### config.mk
export PLATFORM = sky130hd
export DESIGN_NAME = seg7_scan
export DESIGN_NICKNAME = d
export VERILOG_FILES = /design/src/rtl/seg7_scan.sv
export SDC_FILE = /design/constraint.sdc
export NUM_CORES = 1
export LEC_CHECK = 0
export CAP_MARGIN = 20
export CORE_MARGIN = 2
export CORE_UTILIZATION = 55
export DETAILED_ROUTE_END_ITERATION = 16
export PLACE_DENSITY = 0.84
export SLEW_MARGIN = 5
export SYNTH_ARGS = -nofsm -noshare
export SYNTH_HDL_FRONTEND = slang
export SYNTH_SLANG_ARGS = --single-unit
### constraint.sdc
create_clock -name clk -period 4.6 [get_ports clk]
set_clock_uncertainty 0.15 [all_clocks]
set_input_delay 0.69 -clock clk [delete_from_list [all_inputs] [get_ports clk]]
set_output_delay 0.69 -clock clk [all_outputs]
set_load 0.1 [all_outputs]
### src/rtl/seg7_scan.sv
// Time-multiplexed hex display driver: scans N_DIGITS digits on each scan_tick,
// latches inputs once per frame, blanks anodes between digits, suppresses leading zeros.
module seg7_scan #(
  parameter int N_DIGITS     = 8,
  parameter int BLANK_CYCLES = 4,
  parameter int LZ_SUPPRESS  = 1
) (
  input  logic                    clk,
  input  logic                    rst_n,
  input  logic                    scan_tick,
  input  logic [4*N_DIGITS-1:0]   value,
  input  logic [N_DIGITS-1:0]     dp_in,
  input  logic [N_DIGITS-1:0]     digit_en,
  output logic [N_DIGITS-1:0]     an,
  output logic [6:0]              seg,
  output logic                    dp,
  output logic                    frame_done
);

  localparam int IW = (N_DIGITS > 1) ? $clog2(N_DIGITS) : 1;
  localparam int CW = (BLANK_CYCLES > 0) ? $clog2(BLANK_CYCLES + 1) : 1;
  localparam logic [IW-1:0] LAST_IDX = IW'(N_DIGITS - 1);
  localparam logic [CW-1:0] BLANK_LD = CW'(BLANK_CYCLES);

  // abcdefg pattern, bit0 = a, 1 = segment on
  function automatic logic [6:0] hexdec(input logic [3:0] nib);
    logic [6:0] pat;
    case (nib)
      4'h0: pat = 7'h3F;  4'h1: pat = 7'h06;  4'h2: pat = 7'h5B;  4'h3: pat = 7'h4F;
      4'h4: pat = 7'h66;  4'h5: pat = 7'h6D;  4'h6: pat = 7'h7D;  4'h7: pat = 7'h07;
      4'h8: pat = 7'h7F;  4'h9: pat = 7'h6F;  4'hA: pat = 7'h77;  4'hB: pat = 7'h7C;
      4'hC: pat = 7'h39;  4'hD: pat = 7'h5E;  4'hE: pat = 7'h79;  4'hF: pat = 7'h71;
      default: pat = 7'h00;
    endcase
    return pat;
  endfunction

  logic [IW-1:0]         r_idx;
  logic [CW-1:0]         r_blank_cnt;
  logic [4*N_DIGITS-1:0] r_value_sh;
  logic [N_DIGITS-1:0]   r_dp_sh;
  logic [N_DIGITS-1:0]   r_en_sh;
  logic [N_DIGITS-1:0]   r_an;
  logic [6:0]            r_seg;
  logic                  r_dp;
  logic                  r_frame_done;

  logic                  w_latch;
  logic [N_DIGITS-1:0]   w_upper_zero;
  logic [3:0]            w_nib;
  logic                  w_dark;
  logic [N_DIGITS-1:0]   w_an;
  logic [6:0]            w_seg;
  logic                  w_dp;

  assign w_latch = scan_tick && (r_idx == LAST_IDX);

  // w_upper_zero[i]: nibbles i..N_DIGITS-1 of the shadow value are all zero
  always_comb begin
    logic w_acc;
    w_acc = 1'b1;
    w_upper_zero = {N_DIGITS{1'b0}};
    for (int i = N_DIGITS - 1; i >= 0; i--) begin
      w_acc = w_acc && (r_value_sh[4*i +: 4] == 4'h0);
      w_upper_zero[i] = w_acc;
    end
  end

  always_comb begin
    w_nib  = r_value_sh[{r_idx, 2'b00} +: 4];
    w_dark = (r_blank_cnt != {CW{1'b0}}) || !r_en_sh[r_idx] ||
             ((LZ_SUPPRESS != 0) && (r_idx != {IW{1'b0}}) && w_upper_zero[r_idx]);
    w_an   = {N_DIGITS{1'b1}};
    if (w_dark) begin
      w_seg = 7'h7F;
      w_dp  = 1'b1;
    end else begin
      w_an[r_idx] = 1'b0;
      w_seg       = ~hexdec(w_nib);
      w_dp        = ~r_dp_sh[r_idx];
    end
  end

  always_ff @(posedge clk or negedge rst_n) begin
    if (!rst_n) begin
      r_idx        <= LAST_IDX;
      r_blank_cnt  <= {CW{1'b0}};
      r_value_sh   <= {(4*N_DIGITS){1'b0}};
      r_dp_sh      <= {N_DIGITS{1'b0}};
      r_en_sh      <= {N_DIGITS{1'b0}};
      r_an         <= {N_DIGITS{1'b1}};
      r_seg        <= 7'h7F;
      r_dp         <= 1'b1;
      r_frame_done <= 1'b0;
    end else begin
      // a tick during blanking simply restarts the blank count
      if (scan_tick) begin
        r_idx       <= (r_idx == LAST_IDX) ? {IW{1'b0}} : r_idx + IW'(1'b1);
        r_blank_cnt <= BLANK_LD;
      end else if (r_blank_cnt != {CW{1'b0}}) begin
        r_blank_cnt <= r_blank_cnt - CW'(1'b1);
      end else begin
        r_blank_cnt <= r_blank_cnt;
      end
      if (w_latch) begin
        r_value_sh <= value;
        r_dp_sh    <= dp_in;
        r_en_sh    <= digit_en;
      end else begin
        r_value_sh <= r_value_sh;
        r_dp_sh    <= r_dp_sh;
        r_en_sh    <= r_en_sh;
      end
      r_frame_done <= w_latch;
      r_an         <= w_an;
      r_seg        <= w_seg;
      r_dp         <= w_dp;
    end
  end

  assign an         = r_an;
  assign seg        = r_seg;
  assign dp         = r_dp;
  assign frame_done = r_frame_done;

endmodule
==> reports/qor.yml, run 1 <==
syn_to_final_growth_pct: 26.5
synth_area_leaders: "dfrtp_1 (38%), mux2_2 (16%), dfstp_2 (15%)"
hold_path.class: "input port to asynchronous set/reset pin"
antenna_found_initial: 0
synthDistinctLibCells: 48
min_period_over_period_pct: 61.5
cts_hold_buf: 0
grt_pass1_wl_mm: 10.9
ys_seq_area_share_pct: 52.8
maxSlewViolCount: 0
clkLatencyLatePin_ps: 340
ys_ff_latch: 71
antenna_left: 0
hold_slack_ps: 248
core_um2: 5960
routed_wl_mm: 6.77
dp_hpwl_mm: 4.97
endpoint_kind: "output port"
fp.dieH_um: 82.7
place_inst: 402
vdd_drop_max_uv: 393
critical_path_class: "flop to output port"
die_width_um: 82.7
startpoint_type: "flop"
drive_gt1_share_pct: 27.8
num_io_pins: 68
gp_congestion: 0.826
antenna_cells: 0
row_count: 28
cp.required_ps: 3760
rsz0062_at_grt: "false"
grt_usage_pct: 22.0
synth_largest_area_cell: "dfrtp_1"
dr_total_vias: 2392
numCtsBuffers: 9
p_leak_uw: 0.00183
power_density_nw_per_um2: 705
clk_pin_slew_ps: 70
finish.utilization_pct: 72.4
via_per_inst: 5.70
crit_family: "buffers and inverters"
fmax_ghz: 0.353
root_buffer: "clkbuf_8"
cts.sinks: 71
port_buffers: 67
ys_warn_count: 0
grt_pass1_vias: 2287
tns_ps: 0
async_flop_share_pct: 100
post_cts_buffers: 0
tritoncts: "done"
grt_max_degree: 49
synth_cells: 276
worst_pin_slew_ps: 968
crit_arrival_ps: 1990
max_slew_margin_pct: 35.3
hold_viol: 0
start_util_pct: 57.2
cap_violations: 0
synth_area_um2: 3410
syn_avg_cell_area_um2: 12.4
wire_per_inst_um: 16.1
post-route-drc-count: 0
stdcell_count: 420
cts_resized: 0
synth-edff-count: 0
htree_levels: 3
drt_pass1_iterations: 4
cpMaxStageDelayCell: "clkdlybuf4s50_1"
crit_chain: "clkdlybuf4s50_1"
status: "finished clean"
setup-violations-final: 0
cts_buffer_depth: 2
slowest_delay_ps: 1120
path_buf_inv: 1
fp.dieArea_um2: 6850
grt.overflow.total: 0
period_needed_ps: 2830
nNetsFinal: 401
crit_fanout: 1
drtIter0Drc: 188
synth_nets: 337
yosysTopAreaCellShare_pct: 38.2
synth_flop_cell: "dfrtp_1"
## power by group
| part | total, uW | switching, uW | internal, uW |
|---|---|---|---|
| clock | 470 | 218 | 252 |
| combinational | 1370 | 745 | 622 |
| sequential | 1200 | 286 | 919 |
| total | 3040 | 1250 | 1790 |
## worst register-to-register path, delay by kind of cell, from the launching register on
kind	cells	cell delay, ps
and+or+nand+nor	2	450
muxes	2	430
DFF	1	930
AOI/OAI and AO/OA	2	350
buffers and inverters	1	290
## Yosys cell counts, types with 2 or more instances
cell / count
a211oi_1: 3
inv_1: 10
nor2_1: 7
nor4_1: 8
o21a_1: 2
o21ai_0: 7
dfstp_2: 19
o22ai_1: 2
o21ai_1: 2
o211ai_1: 3
nor3_1: 2
buf_1: 3
nand3_1: 11
nand2_1: 18
mux2_2: 48
mux2i_1: 10
nand3b_1: 2
o2111ai_1: 2
mux4_2: 4
o31ai_1: 2
o221ai_1: 2
clkbuf_1: 3
nor2b_1: 4
nand2b_1: 2
nand4_1: 2
ha_1: 10
dfrtp_1: 52
buf_2: 9
inv_2: 2
and3_1: 3
a21oi_1: 5
## worst paths after layout
path | endpoint | startpoint | slack, ps | cells after the start
worst min-delay path | r_dp_sh[6]$_DFFE_PN0P_ | rst_n | 250 | 1
max in group asynchronous | r_idx[2]$_DFFE_PN1P_ | rst_n | 3080 | 2
worst min register to register | r_blank_cnt[2]$_DFFE_PN0P_ | r_blank_cnt[2]$_DFFE_PN0P_ | 340 | 1
worst max register to register | seg[3]$_DFF_PN1_ | r_idx[2]$_DFFE_PN1P_ | 1940 | 7
min in group clk | r_blank_cnt[2]$_DFFE_PN0P_ | r_blank_cnt[2]$_DFFE_PN0P_ | 340 | 1
worst max-delay path | seg[4] | seg[4]$_DFF_PN1_ | 1770 | 1
## sequential cells by signal (all words and copies together), names as in the netlist
signal       cells
an               8
r_en_sh          8
r_value_sh      32
frame_done       1
seg              7
r_idx            3
dp               1
r_dp_sh          8
r_blank_cnt      3
## layout by cell type, fill, tap and decap left out, types with 3 or more instances in the layout
| cell type | instances |
|---|---|
| a211oi_1 | 3 |
| clkbuf_8 | 13 |
| nor4_1 | 8 |
| inv_1 | 10 |
| dfstp_2 | 19 |
| mux2i_1 | 10 |
| nand2_1 | 17 |
| and3_1 | 3 |
| a21oi_1 | 5 |
| clkinv_2 | 3 |
| nor2b_1 | 4 |
| nor2_1 | 7 |
| mux2_2 | 48 |
| mux4_2 | 4 |
| ha_1 | 10 |
| nand3_1 | 11 |
| o21ai_0 | 7 |
| dfrtp_1 | 52 |
| clkdlybuf4s50_1 | 66 |
| o211ai_1 | 3 |
## kinds of logic (layout without fill, tap and decap cells)
family | count (synthesis) | after routing | synth area share (%)
adder cells (fa/ha/maj) | 10 | 10 | 3.67
flip-flops | 71 | 71 | 52.8
AND/OR/NAND/NOR | 62 | 62 | 9.21
buffers and inverters | 29 | 98 | 3.85
XOR/XNOR | 1 | 1 | 0.257
multiplexers | 63 | 63 | 22.1
AO/OA/AOI/OAI | 40 | 40 | 8.11
## area by class of cell
type	count	area [um^2]
sequential	71	1800
fill	412	1640
multi-input combinational	176	1480
timing repair buffer	70	698
clock buffer	13	179
tap	75	93.8
inverter	12	45.0
clock inverter	3	15.0
## metrics by stage
step / power, uW / worst slack, ps / instance area, um^2
2_1_floorplan: 2230 / 2150 / 3410
3_3_place_gp: 2500 / 1700 / 4090
3_5_place_dp: 2560 / 1640 / 4090
4_1_cts: 3040 / 1600 / 4290
5_1_grt: 3230 / 1720 / 4310
6_report: 3040 / 1770 / 4310
## metal layers
layer  track usage (%)  up-vias  part of all wire (%)
li1                  -     1129                     -
met1              29.2     1168                    44
met2              34.3       81                    48
met3              5.76       14                   5.1
met4              9.51        0                   2.4
met5                 0        -                     0
(Power assumes the default switching activity.)
==> run 2: changes to the inputs <==
--- a/config.mk
+++ b/config.mk
@@ -7,9 +7,9 @@
 export LEC_CHECK = 0
 export CAP_MARGIN = 20
 export CORE_MARGIN = 2
-export CORE_UTILIZATION = 55
+export CORE_UTILIZATION = 46
 export DETAILED_ROUTE_END_ITERATION = 16
-export PLACE_DENSITY = 0.84
+export PLACE_DENSITY = 0.75
 export SLEW_MARGIN = 5
 export SYNTH_ARGS = -nofsm -noshare
 export SYNTH_HDL_FRONTEND = slang
==> constraint.sdc (replaced) <==
create_clock -name clk -period 2.6 [get_ports clk]
set_clock_uncertainty 0.15 [all_clocks]
set_input_delay 0.39 -clock clk [delete_from_list [all_inputs] [get_ports clk]]
set_output_delay 0.39 -clock clk [all_outputs]
set_load 0.1 [all_outputs]
==> run 2 against run 1 <==
Sequential share of layout area fell by 0.26 points. Die area up 19%. Combinational power is 91% higher. Global-route usage is 3.2 points lower. Largest power group unchanged.
==> reports/qor.yml, run 2 (same netlist as run 1, synthesis figures left out) <==
drive_gt1_share_pct: 32.7  # was 27.8%
fp.dieH_um: 90.1  # was 82.7 um
period_needed_ps: 2470
clk_pin_slew_ps: 70  # about the same
hp-start: "r_blank_cnt[2]$_DFFE_PN0P_"
met1_length_mm: 3.11  # was 2.99 mm
setup-violations-final: 0  # unchanged
crit_fanout: 16  # was 1
endpoint_kind: "flop"  # was output port
finalPower_uw: 5420  # was 3040 uW
die_width_um: 90.1  # was 82.7 um
critical_path_class: "flop to flop"  # was flop to output port
p_leak_uw: 0.00185  # was 0.00183 uW
fp.dieArea_um2: 8120  # was 6850 um^2
vdd_drop_max_uv: 432  # was 393 uV
num_io_pins: 68  # unchanged
reg2reg_depth: 8  # was 7
dp_hpwl_mm: 5.34  # was 4.97 mm
layout.cells.most_common: "dfrtp_1"  # was clkdlybuf4s50_1
crit_arrival_ps: 2580  # was 1990 ps
maxUsedRoutingLayer: "met4"  # unchanged
post_cts_buffers: 0  # unchanged
reg2reg_slack_ps: 130  # was 1940 ps
port_buffers: 67  # unchanged
power_density_nw_per_um2: 1240  # was 705 nW/um^2
min_period_over_period_pct: 95.0
startpoint_type: "flop"  # unchanged
htree_levels: 3  # unchanged
gp_congestion: 0.873  # was 0.826
hold_end: "r_blank_cnt[2]$_DFFE_PN0P_"
via_per_inst: 5.37  # was 5.70
worst_pin_slew_ps: 466  # was 968 ps
grt_usage_pct: 18.8  # was 22.0%
route.met2.wl_mm: 3.52  # was 3.27 mm
tns_ps: 0  # unchanged
top_register: "r_value_sh"  # unchanged
worstReg2RegStart: "r_idx[1]$_DFFE_PN1P_"  # was r_idx[2]$_DFFE_PN1P_
grt_max_degree: 49  # unchanged
hold_path.class: "flop to flop"  # was input port to asynchronous set/reset pin
row_count: 31  # was 28
post-route-drc-count: 0  # unchanged
routed_wl_mm: 7.17  # was 6.77 mm
maxSlewViolCount: 0  # unchanged
cts_buffer_depth: 2  # unchanged
nFillCells: 605  # was 412
max_slew_margin_pct: 68.6  # was 35.3%
hold_viol: 0  # unchanged
hold_depth: 1
numCtsBuffers: 9  # unchanged
met3_length_um: 398  # was 345 um
grt_pass1_vias: 2429  # was 2287
syn_to_final_growth_pct: 27.8  # was 26.5%
start_util_pct: 47.3  # was 57.2%
tritoncts: "done"  # unchanged
cts.sinks: 71  # unchanged
antenna_left: 0  # unchanged
wire_per_inst_um: 15.8  # was 16.1 um
layout_common_cells: "dfrtp_1 (52), clkdlybuf4s50_1 (49), mux2_2 (48), buf_4 (27)"  # was clkdlybuf4s50_1 (66), dfrtp_1 (52), mux2_2 (48), dfstp_2 (19), nand2_1 (17)
r2r_end: "seg[3]$_DFF_PN1_"  # unchanged
root_buffer: "clkbuf_8"  # unchanged
cp.required_ps: 2710  # was 3760 ps
rsz0062_at_grt: "false"  # unchanged
antenna_found_initial: 0  # unchanged
status: "finished clean"  # unchanged
grt.overflow.total: 0  # unchanged
grt_pass1_wl_mm: 12.1  # was 10.9 mm
drt_pass1_iterations: 4  # unchanged
nNetsFinal: 411  # was 401
dr_total_vias: 2439  # was 2392
cap_violations: 0  # unchanged
clkLatencyLatePin_ps: 350  # was 340 ps
drtIter0Drc: 109  # was 188
largest_reg_flops: 32  # unchanged
core_um2: 7210  # was 5960 um^2
fmax_ghz: 0.405
antenna_cells: 0  # unchanged
run 2: worst max path at each step:
stage / from / endpoint / slack [ps] / cells after the start
after floorplan: r_idx[2]$_DFFE_PN1P_ / seg[3]$_DFF_PN1_ / 150 / 11
after global placement: r_idx[2]$_DFFE_PN1P_ / seg[5]$_DFF_PN1_ / 270 / 9
after detailed placement: r_idx[2]$_DFFE_PN1P_ / seg[5]$_DFF_PN1_ / 210 / 8
after CTS: r_idx[1]$_DFFE_PN1P_ / seg[3]$_DFF_PN1_ / 170 / 8
after global routing: r_idx[1]$_DFFE_PN1P_ / seg[5]$_DFF_PN1_ / 10 / 10
final: r_idx[1]$_DFFE_PN1P_ / seg[3]$_DFF_PN1_ / 130 / 8
run 2: worst max-delay path: stages, from the launching register on:
cell and delay (ps):
dfstp_2 720, mux4_2 540, nand2_1 80, nand2_1 140
inv_1 150, ha_1 260, mux2i_1 140, nand2_1 90
o211ai_1 110
run 2: cell type report:
class                      instances  area [um^2]  share of cell area [%]
clock buffer                      15          146                    3.36
inverter                          12         45.0                    1.03
multi-input combinational        176         1480                    34.0
clock inverter                     1         5.00                   0.115
timing repair buffer              80          748                    17.2
tap                               99          124                    2.84
sequential                        71         1810                    41.5
run 2: metrics by stage:
| step | hold slack, ps | instances | util, % | setup WS, ps | cell area (um^2) |
|---|---|---|---|---|---|
| CTS | 331 | 454 | 60.3 | 166 | 4350 |
| global placement | 189 | 437 | 58.0 | 271 | 4190 |
| detailed placement | 195 | 437 | 58.0 | 208 | 4190 |
| global route | 343 | 454 | 60.4 | 11.3 | 4360 |
| finish | 330 | 454 | 60.4 | 131 | 4360 |
| floorplan | -55.6 | 276 | - | 147 | 3410 |
run 2: power breakdown:
part / switching [uW] / internal [uW] / total (uW)
sequential: 449 / 1630 / 2080
clock: 382 / 348 / 730
combinational: 1430 / 1180 / 2610
total: 2260 / 3160 / 5420
run 2: timing repair:
item | 4_1_cts | 5_1_grt
endpoints found under the setup margin | 0 | 2
hold buffers | 1 | 0
endpoints found under the hold margin | 15 | 0
gates resized for setup | 0 | 2
run 2: metal layers:
metal | vias up | global-route usage [%]
li1 | 1154 | -
met1 | 1209 | 23.8
met2 | 65 | 30.7
met3 | 11 | 4.61
met4 | 0 | 8.08
met5 | - | 0
